### config.mk
export PLATFORM = sky130hd
export DESIGN_NAME = wwvb_frame_tx
export DESIGN_NICKNAME = d
export VERILOG_FILES = /design/src/rtl/wwvb_pkg.sv /design/src/rtl/wwvb_nco.sv /design/src/rtl/wwvb_frame_tx.sv
export SDC_FILE = /design/constraint.sdc
export NUM_CORES = 1
export LEC_CHECK = 0
export CAP_MARGIN = 10
export CORE_MARGIN = 2
export CORE_UTILIZATION = 40
export CTS_CLUSTER_SIZE = 30
export DETAILED_ROUTE_END_ITERATION = 7
export HOLD_SLACK_MARGIN = 0.06
export SYNTH_ARGS = -nofsm -noshare
export SYNTH_HDL_FRONTEND = slang
export SYNTH_SLANG_ARGS = --single-unit
### constraint.sdc
create_clock -name clk -period 11.5 [get_ports clk]
set_input_delay 1.725 -clock clk [delete_from_list [all_inputs] [get_ports clk]]
set_output_delay 1.725 -clock clk [all_outputs]
set_load 0.05 [all_outputs]
### src/rtl/wwvb_pkg.sv
// Shared definitions for the WWVB transmitter: register map, bit positions,
// marker layout and symbol timing fractions.
package wwvb_pkg;

    localparam logic [2:0] ADDR_CTRL   = 3'd0;
    localparam logic [2:0] ADDR_STATUS = 3'd1;
    localparam logic [2:0] ADDR_AM_LO  = 3'd2;
    localparam logic [2:0] ADDR_AM_HI  = 3'd3;
    localparam logic [2:0] ADDR_PM_LO  = 3'd4;
    localparam logic [2:0] ADDR_PM_HI  = 3'd5;
    localparam logic [2:0] ADDR_COMMIT = 3'd6;

    localparam int CTRL_EN      = 0;
    localparam int CTRL_PM_EN   = 1;
    localparam int CTRL_IRQ_EN  = 2;

    localparam int STAT_PENDING  = 0;
    localparam int STAT_UNDERRUN = 1;
    localparam int STAT_SOF      = 2;
    localparam int STAT_SEC_LSB  = 8;

    localparam int FRAME_SECS = 60;

    // Seconds that always carry a position marker, whatever the AM bit says
    localparam logic [59:0] MARKER_MASK = (60'd1 << 0)  | (60'd1 << 9)  | (60'd1 << 19) |
                                          (60'd1 << 29) | (60'd1 << 39) | (60'd1 << 49) |
                                          (60'd1 << 59);

    // Reduced-power portion of a second as a fraction of the second
    localparam int LOW0_NUM = 1;
    localparam int LOW0_DEN = 5;
    localparam int LOW1_NUM = 1;
    localparam int LOW1_DEN = 2;
    localparam int LOWM_NUM = 4;
    localparam int LOWM_DEN = 5;

    typedef enum logic [1:0] {
        SYM0,
        SYM1,
        SYM_MARK
    } symbol_t;

    function automatic symbol_t symbol_of(input logic is_marker, input logic am_bit);
        if (is_marker) return SYM_MARK;
        return am_bit ? SYM1 : SYM0;
    endfunction

endpackage

### src/rtl/wwvb_nco.sv
// Phase-accumulator carrier generator; the square-wave output is the
// accumulator MSB. clear holds the phase at zero.
module wwvb_nco #(
    parameter int               ACC_W = 32,
    parameter logic [ACC_W-1:0] INC   = '0
) (
    input  logic clk,
    input  logic reset_n,
    input  logic clear,
    output logic carrier
);

    logic [ACC_W-1:0] acc_reg;

    always_ff @(posedge clk or negedge reset_n) begin
        if (!reset_n) begin
            acc_reg <= '0;
        end else if (clear) begin
            acc_reg <= '0;
        end else begin
            acc_reg <= acc_reg + INC;
        end
    end

    assign carrier = acc_reg[ACC_W-1];

endmodule

### src/rtl/wwvb_frame_tx.sv
// WWVB time-code transmitter: Avalon-MM register file, double-buffered
// 60-second frame and the per-second AM/PM symbol sequencer.
module wwvb_frame_tx
    import wwvb_pkg::*;
#(
    parameter int CLOCK_FREQ     = 100_000_000,
    parameter int CARRIER_FREQ   = 60_000,
    parameter int CYCLES_PER_SEC = CLOCK_FREQ,
    parameter int ACC_W          = 32
) (
    input  logic        clk,
    input  logic        reset_n,
    input  logic [2:0]  address,
    input  logic        write,
    input  logic        read,
    input  logic [3:0]  byteenable,
    input  logic [31:0] writedata,
    output logic [31:0] readdata,
    output logic        wwvb,
    output logic        wwvb_reduced,
    output logic        pps,
    output logic        irq
);

    localparam int TW = $clog2(CYCLES_PER_SEC + 1);
    localparam logic [63:0] INC_WIDE =
        ((64'(CARRIER_FREQ) << ACC_W) + 64'(CLOCK_FREQ / 2)) / 64'(CLOCK_FREQ);
    localparam logic [ACC_W-1:0] INC = INC_WIDE[ACC_W-1:0];

    localparam logic [TW-1:0] TIMER_LAST = TW'(CYCLES_PER_SEC - 1);
    localparam logic [TW-1:0] LOW_SYM0   = TW'(CYCLES_PER_SEC * LOW0_NUM / LOW0_DEN);
    localparam logic [TW-1:0] LOW_SYM1   = TW'(CYCLES_PER_SEC * LOW1_NUM / LOW1_DEN);
    localparam logic [TW-1:0] LOW_MARK   = TW'(CYCLES_PER_SEC * LOWM_NUM / LOWM_DEN);
    localparam logic [5:0]    SEC_LAST   = 6'(FRAME_SECS - 1);

    logic [2:0]    ctrl_reg, ctrl_next;
    logic          pending_reg, pending_next;
    logic          underrun_reg, underrun_next;
    logic          sof_reg, sof_next;
    logic [59:0]   shadow_am_reg, shadow_am_next;
    logic [59:0]   shadow_pm_reg, shadow_pm_next;
    logic [59:0]   active_am_reg, active_am_next;
    logic [59:0]   active_pm_reg, active_pm_next;
    logic [TW-1:0] timer_reg, timer_next;
    logic [5:0]    sec_reg, sec_next;
    logic [31:0]   readdata_next;

    logic [31:0]   be_mask;
    logic [31:0]   rd_word;
    logic [31:0]   wr_merged;
    logic          en_now;
    logic          en_next;
    logic          frame_start;
    logic          carrier;
    symbol_t       sym;
    logic [TW-1:0] low_len;

    genvar gi;
    generate
        for (gi = 0; gi < 4; gi++) begin : g_be
            assign be_mask[gi*8 +: 8] = {8{byteenable[gi]}};
        end
    endgenerate

    assign en_now = ctrl_reg[CTRL_EN];

    // The addressed register's current value doubles as the merge base for byte-lane writes
    always_comb begin
        rd_word = '0;
        case (address)
            ADDR_CTRL:   rd_word = {29'd0, ctrl_reg};
            ADDR_STATUS: rd_word = {18'd0, sec_reg, 5'd0, sof_reg, underrun_reg, pending_reg};
            ADDR_AM_LO:  rd_word = shadow_am_reg[31:0];
            ADDR_AM_HI:  rd_word = {4'd0, shadow_am_reg[59:32]};
            ADDR_PM_LO:  rd_word = shadow_pm_reg[31:0];
            ADDR_PM_HI:  rd_word = {4'd0, shadow_pm_reg[59:32]};
            default:     rd_word = '0;
        endcase
    end

    assign wr_merged     = (rd_word & ~be_mask) | (writedata & be_mask);
    assign readdata_next = read ? rd_word : 32'd0;

    always_comb begin
        ctrl_next      = ctrl_reg;
        pending_next   = pending_reg;
        underrun_next  = underrun_reg;
        sof_next       = sof_reg;
        shadow_am_next = shadow_am_reg;
        shadow_pm_next = shadow_pm_reg;
        active_am_next = active_am_reg;
        active_pm_next = active_pm_reg;
        timer_next     = '0;
        sec_next       = '0;
        frame_start    = 1'b0;
        en_next        = 1'b0;

        if (write) begin
            case (address)
                ADDR_CTRL:   ctrl_next = wr_merged[2:0];
                ADDR_STATUS: begin
                    if (writedata[STAT_UNDERRUN]) underrun_next = 1'b0;
                    if (writedata[STAT_SOF])      sof_next      = 1'b0;
                end
                ADDR_AM_LO:  shadow_am_next[31:0]  = wr_merged;
                ADDR_AM_HI:  shadow_am_next[59:32] = wr_merged[27:0];
                ADDR_PM_LO:  shadow_pm_next[31:0]  = wr_merged;
                ADDR_PM_HI:  shadow_pm_next[59:32] = wr_merged[27:0];
                default: ;
            endcase
        end

        en_next = ctrl_next[CTRL_EN];
        // A frame starts on enable or after the last cycle of second 59
        frame_start = en_next &&
                      (!en_now || (timer_reg == TIMER_LAST && sec_reg == SEC_LAST));

        if (frame_start) begin
            sof_next = 1'b1;
            if (pending_reg) begin
                active_am_next = shadow_am_reg;
                active_pm_next = shadow_pm_reg;
                pending_next   = 1'b0;
            end else begin
                underrun_next  = 1'b1;
            end
        end
        if (write && address == ADDR_COMMIT) pending_next = 1'b1;

        if (en_now && en_next) begin
            if (timer_reg == TIMER_LAST) begin
                timer_next = '0;
                sec_next   = (sec_reg == SEC_LAST) ? 6'd0 : sec_reg + 6'd1;
            end else begin
                timer_next = timer_reg + TW'(1);
                sec_next   = sec_reg;
            end
        end
    end

    always_ff @(posedge clk or negedge reset_n) begin
        if (!reset_n) begin
            ctrl_reg      <= '0;
            pending_reg   <= 1'b0;
            underrun_reg  <= 1'b0;
            sof_reg       <= 1'b0;
            shadow_am_reg <= '0;
            shadow_pm_reg <= '0;
            active_am_reg <= '0;
            active_pm_reg <= '0;
            timer_reg     <= '0;
            sec_reg       <= '0;
            readdata      <= '0;
        end else begin
            ctrl_reg      <= ctrl_next;
            pending_reg   <= pending_next;
            underrun_reg  <= underrun_next;
            sof_reg       <= sof_next;
            shadow_am_reg <= shadow_am_next;
            shadow_pm_reg <= shadow_pm_next;
            active_am_reg <= active_am_next;
            active_pm_reg <= active_pm_next;
            timer_reg     <= timer_next;
            sec_reg       <= sec_next;
            readdata      <= readdata_next;
        end
    end

    wwvb_nco #(
        .ACC_W (ACC_W),
        .INC   (INC)
    ) u_nco (
        .clk     (clk),
        .reset_n (reset_n),
        .clear   (!en_now),
        .carrier (carrier)
    );

    assign sym = symbol_of(MARKER_MASK[sec_reg], active_am_reg[sec_reg]);

    always_comb begin
        case (sym)
            SYM0:    low_len = LOW_SYM0;
            SYM1:    low_len = LOW_SYM1;
            default: low_len = LOW_MARK;
        endcase
    end

    assign wwvb_reduced = en_now && (timer_reg < low_len);
    assign pps          = en_now && (timer_reg == '0);
    assign wwvb         = en_now && (carrier ^ (ctrl_reg[CTRL_PM_EN] && active_pm_reg[sec_reg]));
    assign irq          = sof_reg && ctrl_reg[CTRL_IRQ_EN];

endmodule

Yosys cells after proc, flatten, opt, wreduce, memory -nomap -nowiden
Memory sizes are Yosys's and may differ from the RTL's.
Cells that the tools add are included.
W data, S select, Z words.

operators by class
  add/subtract/negate cells = 3
  order comparisons = 2
  equal/unequal tests = 10
  muxes and demuxes = 31
  bitwise gates (word level) = 5
  reduce and logical (&&, ||, !) cells = 25

operator list
  kind                      number
  $pmux W32 S6              1
  $and A32 B32 Y32          2
  $mux W32                  2
  $mux W27                  2
  $pmux W27 S2              1
  $add A32 B22 Y32 const B  1
  $not A32 Y32              1
  $or A32 B32 Y32           1
  $add A27 B1 Y27 const B   1
  $eq A27 B27 Y1 const B    1
  $logic_not A27 Y1         1
  $lt A27 B27 Y1            1
  $mux W1                   18
  $mux W6                   3
  $bmux W1 S6               2
  $reduce_and A2 Y1         6
  $eq A3 B3 Y1 const B      3
  $logic_and A1 B1 Y1       9
  $reduce_bool A2 Y1        4
  $lt A6 B7 Y1 const B      1
  $add A6 B1 Y6 const B     1
  $eq A3 B2 Y1 const B      2
  $eq A6 B6 Y1 const B      1
  $mux W2                   2
  9 further kinds           9

storage, ports and cells
  bits in registers = 343
  memory bits (read-only) = 64
  input port bits = 43
  output and inout port bits = 36
  word-level logic and storage cells = 92
  memories = 1

memory list
  memory            words  width  rd ports  clocked after Yosys merged registers in  write ports  RTL line              source
  (name not given)  64     1      1         0                                        0            wwvb_frame_tx.sv:179  assign sym = symbol_of(MARKER_MASK[sec_reg], active_am_reg[sec_reg]);

Longest topological paths before layout
Gate-level depths: netlist of run 1.

  word-level depth = 9
  mapped depth = 17
  depth with buffers taken out = 14

Cells and area by module
A second synthesis of run 1 with hierarchy kept.

second synthesis, totals
  cells, all modules = 1435
  area, all modules = 16672.2 um2

modules (own cells, without submodules)
  module         times used  cells an instance  area an instance (um2)  seq. area each (um2)
  wwvb_frame_tx  1           1256               14986.9                 7782.5
  wwvb_nco       1           179                1685.4                  750.7

Worst setup path before layout of run 1
Ideal clock, no wire load.

  kind = register to output
  from = register sec_reg[1]
  to = output wwvb_reduced
  arrival = 4.431 ns
  required time = 9.775 ns
  slack = 5.344 ns
  stages on the path, launching flop included = 17
  buffers on the path = 3
  cell sequence = dfrtp_1 > buf_4 > buf_4 > buf_2 > inv_1 > ha_1 > mux2_2 > a222oi_1 > a31oi_1 > inv_1 > nand2_1 > ha_1 > a21o_1 > a211oi_1 > a21oi_1 > o311a_1 > a211oi_1

between the ends
  word-level cells in the longest chain between the ends = 8
  elaborated cells between the ends (all ways) = 12
  those cells by class = order compare (1); eq/ne (1); mux (7); reduce/logical (2); memory (1)

RTL lines
  element                                                  RTL line                        source
  start, declared                                          wwvb_frame_tx.sv:45             logic [5:0] sec_reg, sec_next;
  start signal, assigned                                   wwvb_frame_tx.sv:164            sec_reg <= sec_next;
  $mem_v2 Z64 W1 / $bmux W1 S6 (equally long branches)     --
  $mux W1 (not written as such)                            wwvb_frame_tx.sv:179
  $mux W1, on equally long branches                        wwvb_pkg.sv:44, wwvb_pkg.sv:45
  $mux W2 (*)                                              wwvb_pkg.sv:45                  return am_bit ? SYM1 : SYM0;
  $eq A2 B1 Y1 / $logic_not A2 Y1 (equally long branches)  wwvb_frame_tx.sv:182            case (sym)
  $pmux W27 S2 (*)                                         wwvb_frame_tx.sv:182
  $lt A27 B27 Y1 (*)                                       wwvb_frame_tx.sv:189            assign wwvb_reduced = en_now && (timer_reg < low_len);
  $logic_and A1 B1 Y1 (*)                                  wwvb_frame_tx.sv:189
  end, declared                                            wwvb_frame_tx.sv:20             output logic wwvb_reduced,

Every way passes the cells marked *; elsewhere a longest branch is shown, timed or not. The select of a mux whose other input is x is not followed.

Worst setup path in the final report of run 1
  from = register sec_reg[2]
  to = output wwvb_reduced

Same word-level chain as after synthesis.

==> flow_summary_export.csv, run 1 <==
group,metric,value,unit
cts,root_buffer,"clkbuf_16",
place,dp_hpwl,27090,µm
global_route,grt.total_usage,19.63,%
place,pre_cts_ws,4.821,ns
sta,setup_ws,4.196,ns
route,routedWlPerCell,19.85,µm
route,drc,0,
run,max-cap-violations,0,
layout,nNetsFinal,1546,
synth,synth.largest_area_cell,"dfrtp_1",
layout,fin_util,46.56,%
sta,hold_viol_final,0,
cts,cts_inserted_buffers,38,
sta,period_needed,7.304,ns
sta,setup_viol,0,
global_route,antenna_found_initial,0,
hold_path,min_path_type,"register to register",
global_route,globalRouteOverflowTotal,0,
synth,synth_cell_types,61,
critical_path,cp-end-kind,"output pin",
power,power,0.003455,W
route,vias,11060,
layout,area_growth_syn_to_layout,15.28,%
cts,cts_hold_buf,0,
cts,clkTransAtPathRegs,0.06,ns
route,drt_iter0_drc,772,
floorplanning,die_w,206.6,µm
route,drt-total-wl,40460,µm
critical_path,critPathRequiredTime,9.78,ns
cts,cts_setup_buffers,0,
critical_path,crit_type,"register to output pin",
layout,diodes,0,
sta,finalSetupTns,0,ns
layout,post_layout_nonfiller_instances,2038,
critical_path,crit_end,"wwvb_reduced",
sta,slew_viol_final,0,
power,p_leak,8.759,nW
sta,period_share,63.51,%
cts,htree_num_levels,2,
cts,worstSkewPairLatency,0.55,ns
sta,grt_setup_unrepaired,"no",
sta,max_slew_margin,30.73,%
place,finalWeightedCongestion,0.8993,
sta,clock_skew,0.02488,ns
cts,clk_path_buf_depth,3,
synth,ys.warnings.count,0,
critical_path,worst_setup_path_start_kind,"register",
outcome,status,"finished, final reports clean",
critical_path,crit_start,"sec_reg[2]$_DFFE_PN0P_",
route,first_pass_iters,5,
cts,cts_tree,"yes",
critical_path,worstPathArrival,5.58,ns
synth,ys_ff_latch,341,
place,dp.cells,1970,
synth,avgSynthCellArea,11.49,µm²
place,numPortBuffers,78,
floorplanning,die_y,206.6,µm
sta,tightestPinTransition,1.036,ns
floorplanning,dieArea,42680,µm²
synth,synth-main-ff-cell,"dfrtp_1",
synth,ys_async_sr_fraction,100.0,%
synth,synthTopCellsByArea,"dfrtp_1 (52%), mux2_4 (9.1%), mux2i_1 (5.7%)",
floorplanning,core,40650,µm²
power,ir_worst_vdd,0.1151,mV
synth,syn_inst,1429,
critical_path,rr_worst_depth,7,
synth,yosysTopAreaCellShare,51.98,%
critical_path,path_max_fanout,22,
route,final_antenna_net_count,0,
synth,syn_area,16420,µm²
synth,synth_fp_nets,1497,
power,pwr_density_cell,182.6,nW/µm²
layout,layout-drive-gt1-share,14.81,%
synth,synth-edff-count,0,
layout,mostFrequentLayoutCells,"dfrtp_1 (340), nand2_1 (189), o21ai_0 (159), mux2_4 (100), mux2i_1 (93)",
synth,yosysSeqAreaShare,51.98,%
floorplanning,row_count,74,
layout,mostFrequentLayoutCell,"dfrtp_1",
global_route,grt_max_degree,141,
critical_path,r2r_start,"sec_reg[3]$_DFFE_PN0P_",
cts,cts_sinks,341,
floorplanning,num_io_pins,79,
route,vias_per_cell,5.424,
sta,timing.fmax,136.9,MHz
global_route,grt_pass1_vias,11310,
critical_path,reg2reg_slack,7.59,ns
global_route,grt_first_pass_wirelength,65000,µm
floorplanning,initial_core_util,40.39,%
critical_path,timing.rr.end,"active_pm_reg[10]$_DFFE_PN0P_",
cts,cts-resized-gates,0,
==> metal layers <==
layer  part of all wire (%)  track usage (%)
met3                    4.1            2.622
met2                     46            30.75
met1                     47            28.12
met4                    3.1            6.735
met5                      0                0
==> power breakdown <==
group / switching [W] / internal (W) / total, W
logic: 0.000267 / 0.000302 / 0.000569
clock network: 0.000514 / 0.000754 / 0.00127
registers: 0.000195 / 0.00142 / 0.00162
==> logic make-up after synthesis <==
| logic type | synth area share [%] |
|---|---|
| AND/OR/NAND/NOR | 11.27 |
| flip-flops | 51.98 |
| AO/OA/AOI/OAI | 9.962 |
| multiplexers | 19.96 |
| buffers and inverters | 3.049 |
| XOR/XNOR | 1.867 |
| adder cells (fa/ha/maj) | 1.905 |
==> through the flow <==
stage | hold slack [ns] | instance area (µm²)
after floorplan | 0.4246 | 16420
after global placement | 0.4466 | 17600
after detailed placement | 0.4605 | 17600
after CTS | 0.4723 | 18920
after global routing | 0.5000 | 18920
final | 0.4645 | 18920
==> worst max-delay path, stage by stage, from the launching register on <==
cell	delay (ns)
dfrtp_1	0.84
clkinv_1	0.45
ha_1	0.32
a22o_1	0.21
a222oi_1	0.30
a31oi_1	0.19
inv_1	0.21
nand2_1	0.16
ha_1	0.33
a21o_1	0.18
a211oi_1	0.26
a21oi_1	0.10
o311a_1	0.30
a211oi_1	0.31
clkdlybuf4s50_1	0.87
==> layout make-up <==
class                   instances  area, µm²
clock buffers                  53       1117
clock inverters                15      202.7
fillers                      3692      21720
inverters                      19      71.32
multi-input cells             983       7410
flip-flops and latches        341       8534
well taps                     532      665.6
repair buffers                 95      923.4
==> synth_stat cells, types with 3 or more instances <==
master    number
clkbuf_1      54
and4_1         5
a31oi_1        3
o21ai_0      159
nor4_1         6
nand2b_1      14
or4_1          3
nor3_1        16
mux2i_1       93
a21oi_1       38
nor2b_1        7
a21o_1         3
buf_2         10
and2_1        30
mux4_2        27
buf_4          3
nand4_1       10
buf_6         11
inv_1         17
nand2_1      191
o21a_1         9
a211oi_1       6
xnor2_1       11
ha_1          25
mux2_4       100
o22ai_1       22
a22oi_1       12
xor2_1        24
dfrtp_1      341
a221o_1        6
or3_1         12
buf_1          8
mux2_1        20
and3_1        11
nand3_1       24
nor2_1        64
==> how the worst min path moves through the flow <==
stage / from / depth (start not counted) / slack (ns) / endpoint
2_1_floorplan: u_nco.acc_reg[2]$_DFF_PN0_ / 1 / 0.42 / u_nco.acc_reg[2]$_DFF_PN0_
3_3_place_gp: u_nco.acc_reg[2]$_DFF_PN0_ / 1 / 0.45 / u_nco.acc_reg[2]$_DFF_PN0_
3_5_place_dp: u_nco.acc_reg[2]$_DFF_PN0_ / 1 / 0.46 / u_nco.acc_reg[2]$_DFF_PN0_
4_1_cts: u_nco.acc_reg[2]$_DFF_PN0_ / 1 / 0.47 / u_nco.acc_reg[2]$_DFF_PN0_
5_1_grt: u_nco.acc_reg[2]$_DFF_PN0_ / 1 / 0.50 / u_nco.acc_reg[2]$_DFF_PN0_
6_report: u_nco.acc_reg[2]$_DFF_PN0_ / 1 / 0.46 / u_nco.acc_reg[2]$_DFF_PN0_
Power figures use the tool's default switching activity.
==> run 2, diff against run 1 <==
==> constraint.sdc (replaced) <==
create_clock -name clk -period 6.8 [get_ports clk]
set_input_delay 1.02 -clock clk [delete_from_list [all_inputs] [get_ports clk]]
set_output_delay 1.02 -clock clk [all_outputs]
set_load 0.05 [all_outputs]
==> run 2 against run 1 <==
Final cell count rose by 0.29%. Utilization hardly changed. Combinational power grew 70%. Die area is the same. Critical path depth up 1. Clock skew decreased by 0.0067 ns.
==> flow_summary_export.csv, run 2 (synthesis gave the netlist of run 1 again) <==
group,metric,value,unit
sta,tightestPinTransition,0.9923,ns
layout,final_area,18930,µm²
critical_path,worst_setup_path_start_kind,"register",
floorplanning,die_w,206.6,µm
cts,worstSkewPairLatency,0.56,ns
critical_path,crit_start,"sec_reg[1]$_DFFE_PN0P_",
floorplanning,row_count,74,
cts,clk_path_buf_depth,3,
sta,slew_viol_final,0,
sta,timing.fmax,164.1,MHz
critical_path,critPathMaxStageDelay,0.68,ns
floorplanning,core,40650,µm²
global_route,grt_max_degree,160,
route,drt_iter0_drc,877,
route,routedWlPerCell,20.18,µm
critical_path,cp-end-kind,"output pin",
route,first_pass_iters,8,
sta,grt_setup_unrepaired,"no",
outcome,status,"finished, final reports clean",
route,drt-total-wl,41250,µm
layout,nNetsFinal,1551,
sta,finalSetupTns,0,ns
cts,cts_tree,"yes",
route,vias_per_cell,5.401,
cts,root_buffer,"clkbuf_16",
route,vias,11040,
cts,htree_num_levels,2,
sta,max_slew_margin,33.66,%
critical_path,cp_cell_sequence,"buf_4 -> mux4_2 -> a22o_1 -> a211oi_1 -> a311oi_1 -> mux2i_1 -> and2_1 -> ha_1 -> a21oi_1 -> nor2_1 -> o21bai_1 -> a21oi_1 -> o311a_1 -> a211oi_1 -> dlymetal6s2s_1",
floorplanning,initial_core_util,40.39,%
cts,cts_sinks,341,
place,dp_hpwl,27620,µm
cts,cts_inserted_buffers,41,
layout,fin_util,46.57,%
place,numPortBuffers,78,
critical_path,worstPathArrival,5.07,ns
hold_path,min_path_type,"register to register",
place,placed_area,17630,µm²
layout,area_growth_syn_to_layout,15.31,%
hold_path,min_from,"u_nco.acc_reg[2]$_DFF_PN0_",
sta,period_needed,6.092,ns
sta,hold_viol_final,0,
route,final_antenna_net_count,0,
layout,diodes,0,
cts,cts_hold_buf,0,
floorplanning,num_io_pins,79,
sta,fin_hold_ws,0.4485,ns
critical_path,cp_slowest_cell,"dfrtp_2",
global_route,globalRouteOverflowTotal,0,
floorplanning,die_y,206.6,µm
critical_path,r2r_start,"sec_reg[3]$_DFFE_PN0P_",
route,drc,0,
power,pwr_density_cell,307.6,nW/µm²
sta,clock_skew,0.01819,ns
layout,layout-drive-gt1-share,14.88,%
global_route,antenna_found_initial,0,
power,p_leak,8.776,nW
sta,period_share,89.59,%
power,ir_worst_vdd,0.1807,mV
cts,clkTransAtPathRegs,0.06,ns
place,finalWeightedCongestion,0.9147,
global_route,grt.total_usage,20.04,%
layout,mostFrequentLayoutCells,"dfrtp_1 (338), nand2_1 (189), o21ai_0 (159), mux2_4 (100), mux2i_1 (93)",
layout,mostFrequentLayoutCell,"dfrtp_1",
global_route,grt_pass1_vias,11260,
run,max-cap-violations,0,
critical_path,crit_type,"register to output pin",
critical_path,path_max_fanout,24,
floorplanning,dieArea,42680,µm²
sta,setup_viol,0,
global_route,grt_first_pass_wirelength,65930,µm
critical_path,critPathRequiredTime,5.78,ns
power,power,0.005822,W
run 2: critical path: cells and delay by family (launching register included):
kind                       cells  cell delay (ns)
AOI/OAI and AO/OA              8             1.62
adders and majority gates      1             0.29
buffers and inverters          2             0.92
DFF                            1             0.68
muxes                          2             0.65
and+or+nand+nor                2             0.35
run 2: area by class of cell:
cell class              instances  area (µm²)
clock inverters                11       95.09
repair buffers                 97       953.4
clock buffers                  61        1191
multi-input cells             983        7415
flip-flops and latches        341        8537
inverters                      19       71.32
well taps                     532       665.6
fillers                      3710       21720
run 2: per-stage QoR:
step / setup WS (ns) / cells
floorplan: 1.349 / 1429
global placement: 1.018 / 1972
detailed placement: 0.7882 / 1972
CTS: 0.1776 / 2044
global route: 0.4045 / 2044
finish: 0.7078 / 2044
run 2: layer usage:
metal	vias up	GRT usage [%]	share of wire, %
met5	-	0	0
met4	0	7.628	3.2
met3	70	2.747	4.0
met2	247	31.92	46
met1	5530	27.90	46
li1	5192	-	-
run 2: worst paths after layout:
kind / endpoint / slack (ns) / depth (start not counted)
worst max-delay path: wwvb_reduced / 0.71 / 15
worst min-delay path: u_nco.acc_reg[2]$_DFF_PN0_ / 0.45 / 1
worst max register to register: active_pm_reg[4]$_DFFE_PN0P_ / 3.04 / 7
worst min register to register: u_nco.acc_reg[2]$_DFF_PN0_ / 0.45 / 1
max in group asynchronous: shadow_pm_reg[31]$_DFFE_PN0P_ / 4.74 / 2
min in group asynchronous: u_nco.acc_reg[11]$_DFF_PN0_ / 0.49 / 1
run 2: repair_timing:
| item | CTS | global route |
|---|---|---|
| setup endpoints to repair | 0 | 1 |
| setup buffers | 0 | 0 |
| resized for setup | 0 | 5 |
run 2: report_power, final:
part	internal [W]	leakage, nW	total [W]	switching (W)
combinational	0.000512	3.60	0.000969	0.000457
sequential	0.00241	4.54	0.00274	0.000338
clock	0.00125	0.638	0.00211	0.000860
total	0.00417	8.78	0.00582	0.00165
==> run 3, diff against run 2 <==
--- a/config.mk
+++ b/config.mk
@@ -5,6 +5,7 @@
 export SDC_FILE = /design/constraint.sdc
 export NUM_CORES = 1
 export LEC_CHECK = 0
+export ABC_AREA = 1
 export CAP_MARGIN = 10
 export CORE_MARGIN = 2
 export CORE_UTILIZATION = 40
==> run 3 against run 2 <==
Total power up 12%. Critical path depth increased by 2. Largest cell class unchanged. Clock skew fell by 0.0087 ns. Hold slack gained 0.029 ns.
==> flow_summary_export.csv, run 3 <==
group,metric,value,unit
outcome,status,"finished, final reports clean",
place,numPortBuffers,78,
synth,synth_most_common_cell,"nand2_1",
synth,yosysSeqAreaShare,52.28,%
global_route,globalRouteOverflowTotal,0,
floorplanning,core,40550,µm²
floorplanning,initial_core_util,40.25,%
synth,yosysTopAreaCellShare,52.28,%
route,first_pass_iters,5,
global_route,grt.total_usage,20.40,%
sta,max_slew_margin,26.64,%
power,ir_worst_vdd,0.1657,mV
synth,synth_cell_types,44,
layout,area_growth_syn_to_layout,15.54,%
sta,tightestPinTransition,1.099,ns
floorplanning,dieArea,42440,µm²
route,drc,0,
place,finalWeightedCongestion,0.8895,
floorplanning,die_y,206,µm
critical_path,critPathMaxStageDelay,0.82,ns
power,pwr-share-seq,44.5,%
critical_path,cp_slowest_cell,"clkdlybuf4s50_1",
power,p_sw_share,31.74,%
sta,hold_viol_final,0,
sta,grt_setup_unrepaired,"no",
sta,clock_skew,0.009512,ns
global_route,antenna_found_initial,0,
critical_path,cp-end-kind,"output pin",
synth,syn_area,16320,µm²
run,max-cap-violations,0,
critical_path,critPathRequiredTime,5.78,ns
route,vias_per_cell,5.134,
critical_path,cp_cell_sequence,"clkinv_1 -> ha_1 -> inv_1 -> o21ai_0 -> o21ai_0 -> nand2_1 -> nand3_1 -> inv_1 -> nor2_1 -> inv_1 -> ha_1 -> a21oi_1 -> o221ai_1 -> nand2_1 -> o2111ai_1 -> a21oi_1 -> clkdlybuf4s50_1",
critical_path,worstPathArrival,4.93,ns
route,drt_iter0_drc,1060,
floorplanning,num_io_pins,79,
power,clkPwrFrac,34.4,%
layout,post_layout_nonfiller_instances,2613,
synth,ys.warnings.count,0,
sta,period_needed,5.948,ns
synth,synthTopCellsByCount,"nand2_1 (488), dfrtp_1 (341), inv_1 (268)",
hold_path,min_path_type,"register to register",
global_route,grt_pass1_vias,13060,
layout,diodes,0,
sta,setup_viol,0,
global_route,grt_first_pass_wirelength,69190,µm
cts,htree_num_levels,2,
synth,syn_inst,2011,
place,placed_area,17480,µm²
cts,cts_tree,"yes",
power,p_leak,8.900,nW
synth,synthTopCellsByArea,"dfrtp_1 (52%), nand2_1 (11%), o21ai_0 (6.6%)",
layout,fillers,3974,
power,power,0.006520,W
floorplanning,die_w,206,µm
place,dp_hpwl,28280,µm
power,power.share.combinational,21.1,%
synth,synth-edff-count,0,
power,p_sw,0.002069,W
route,drt-total-wl,41930,µm
synth,ys_ff_latch,341,
sta,slew_viol_final,0,
cts,root_buffer,"clkbuf_16",
power,internal-power,0.004451,W
route,vias,13410,
cts,cts_setup_buffers,0,
cts,cts_sinks,341,
route,routedWlPerCell,16.05,µm
critical_path,path_max_fanout,21,
synth,synth_fp_nets,2079,
cts,cts_hold_buf,0,
synth,synth.largest_area_cell,"dfrtp_1",
power,pwr_density_cell,345.7,nW/µm²
critical_path,worst_setup_path_start_kind,"register",
cts,clkTransAtPathRegs,0.06,ns
global_route,grt_max_degree,124,
critical_path,crit_type,"register to output pin",
route,final_antenna_net_count,0,
synth,ys_async_sr_fraction,100.0,%
sta,timing.fmax,168.1,MHz
sta,fin_hold_ws,0.4780,ns
cts,cts-resized-gates,0,
sta,period_share,87.47,%
cts,worstSkewPairLatency,0.55,ns
layout,final_area,18860,µm²
synth,avgSynthCellArea,8.116,µm²
sta,finalSetupTns,0,ns
floorplanning,row_count,74,
synth,synth-main-ff-cell,"dfrtp_1",
critical_path,cpMostUsedCell,"inv_1",
place,dp.cells,2545,
cts,cts_inserted_buffers,39,
layout,layout-drive-gt1-share,4.613,%
critical_path,reg2reg_slack,3.30,ns
critical_path,worst-path-buf-inv,5,
layout,mostFrequentLayoutCell,"nand2_1",
layout,mostFrequentLayoutCells,"nand2_1 (486), dfrtp_1 (340), inv_1 (268), o21ai_0 (215), nor2_1 (163)",
critical_path,cp_top_family,"buffers and inverters",
cts,clk_path_buf_depth,3,
layout,nNetsFinal,2122,
run 3: changes by cell type after synthesis, sizes merged, moves of 92 or more:
cell	change
mux2	-121
nor2	+101
nand2	+299
o21ai	+177
mux2i	-92
inv	+251
run 3: power by group through the flow:
stage / Combinational [W] / Clock (W) / Sequential, W
after global placement: 0.00136 / 0 / 0.00292
after detailed placement: 0.00138 / 0 / 0.00293
after floorplan: 0.000991 / 0 / 0.00285
after CTS: 0.00139 / 0.00230 / 0.00290
final: 0.00137 / 0.00225 / 0.00290
after global routing: 0.00160 / 0.00239 / 0.00297
run 3: cell families after synthesis:
logic type,after synthesis,share of synthesized area [%]
compound gates,483,16.13
buf+inv,365,9.161
flops,341,52.28
fa+ha+maj,25,1.916
mux,1,0.1380
simple gates,775,19.25
xor+xnor,21,1.127
run 3: layout make-up:
cell class              count  area, µm²  area share [%]
repair buffers             96      958.4           5.082
flip-flops and latches    341       8534           45.26
multi-input cells        1305       6306           33.44
inverters                 271       1017           5.394
clock inverters            13      227.7           1.208
well taps                 532      665.6           3.530
clock buffers              55       1149           6.091
run 3: worst paths after layout:
check | endpoint | startpoint | cells after the start
setup / recovery | wwvb_reduced | sec_reg[1]$_DFFE_PN0P_ | 17
hold / removal | u_nco.acc_reg[2]$_DFF_PN0_ | u_nco.acc_reg[2]$_DFF_PN0_ | 1
max in group asynchronous | shadow_pm_reg[41]$_DFFE_PN0P_ | reset_n | 2
setup reg to reg | active_am_reg[48]$_DFFE_PN0P_ | sec_reg[0]$_DFFE_PN0P_ | 10
min in group asynchronous | readdata[26]$_DFF_PN0_ | reset_n | 1
hold reg to reg | u_nco.acc_reg[2]$_DFF_PN0_ | u_nco.acc_reg[2]$_DFF_PN0_ | 1
run 3: metrics by stage:
step / worst slack (ns) / util (%)
2_1_floorplan: 2.235 / -
3_3_place_gp: 1.692 / 43.11
3_5_place_dp: 1.523 / 43.11
4_1_cts: 0.9093 / 46.50
5_1_grt: 0.5161 / 46.50
6_report: 0.8523 / 46.50
run 3: layer usage:
metal	global-route usage [%]	vias up	routed length, µm	part of all wire [%]
li1	-	6623	-	-
met1	28.70	6403	19720	47
met2	32.31	316	19140	46
met3	2.964	72	1963	4.7
met4	6.939	0	1110	2.6
met5	0	-	0	0
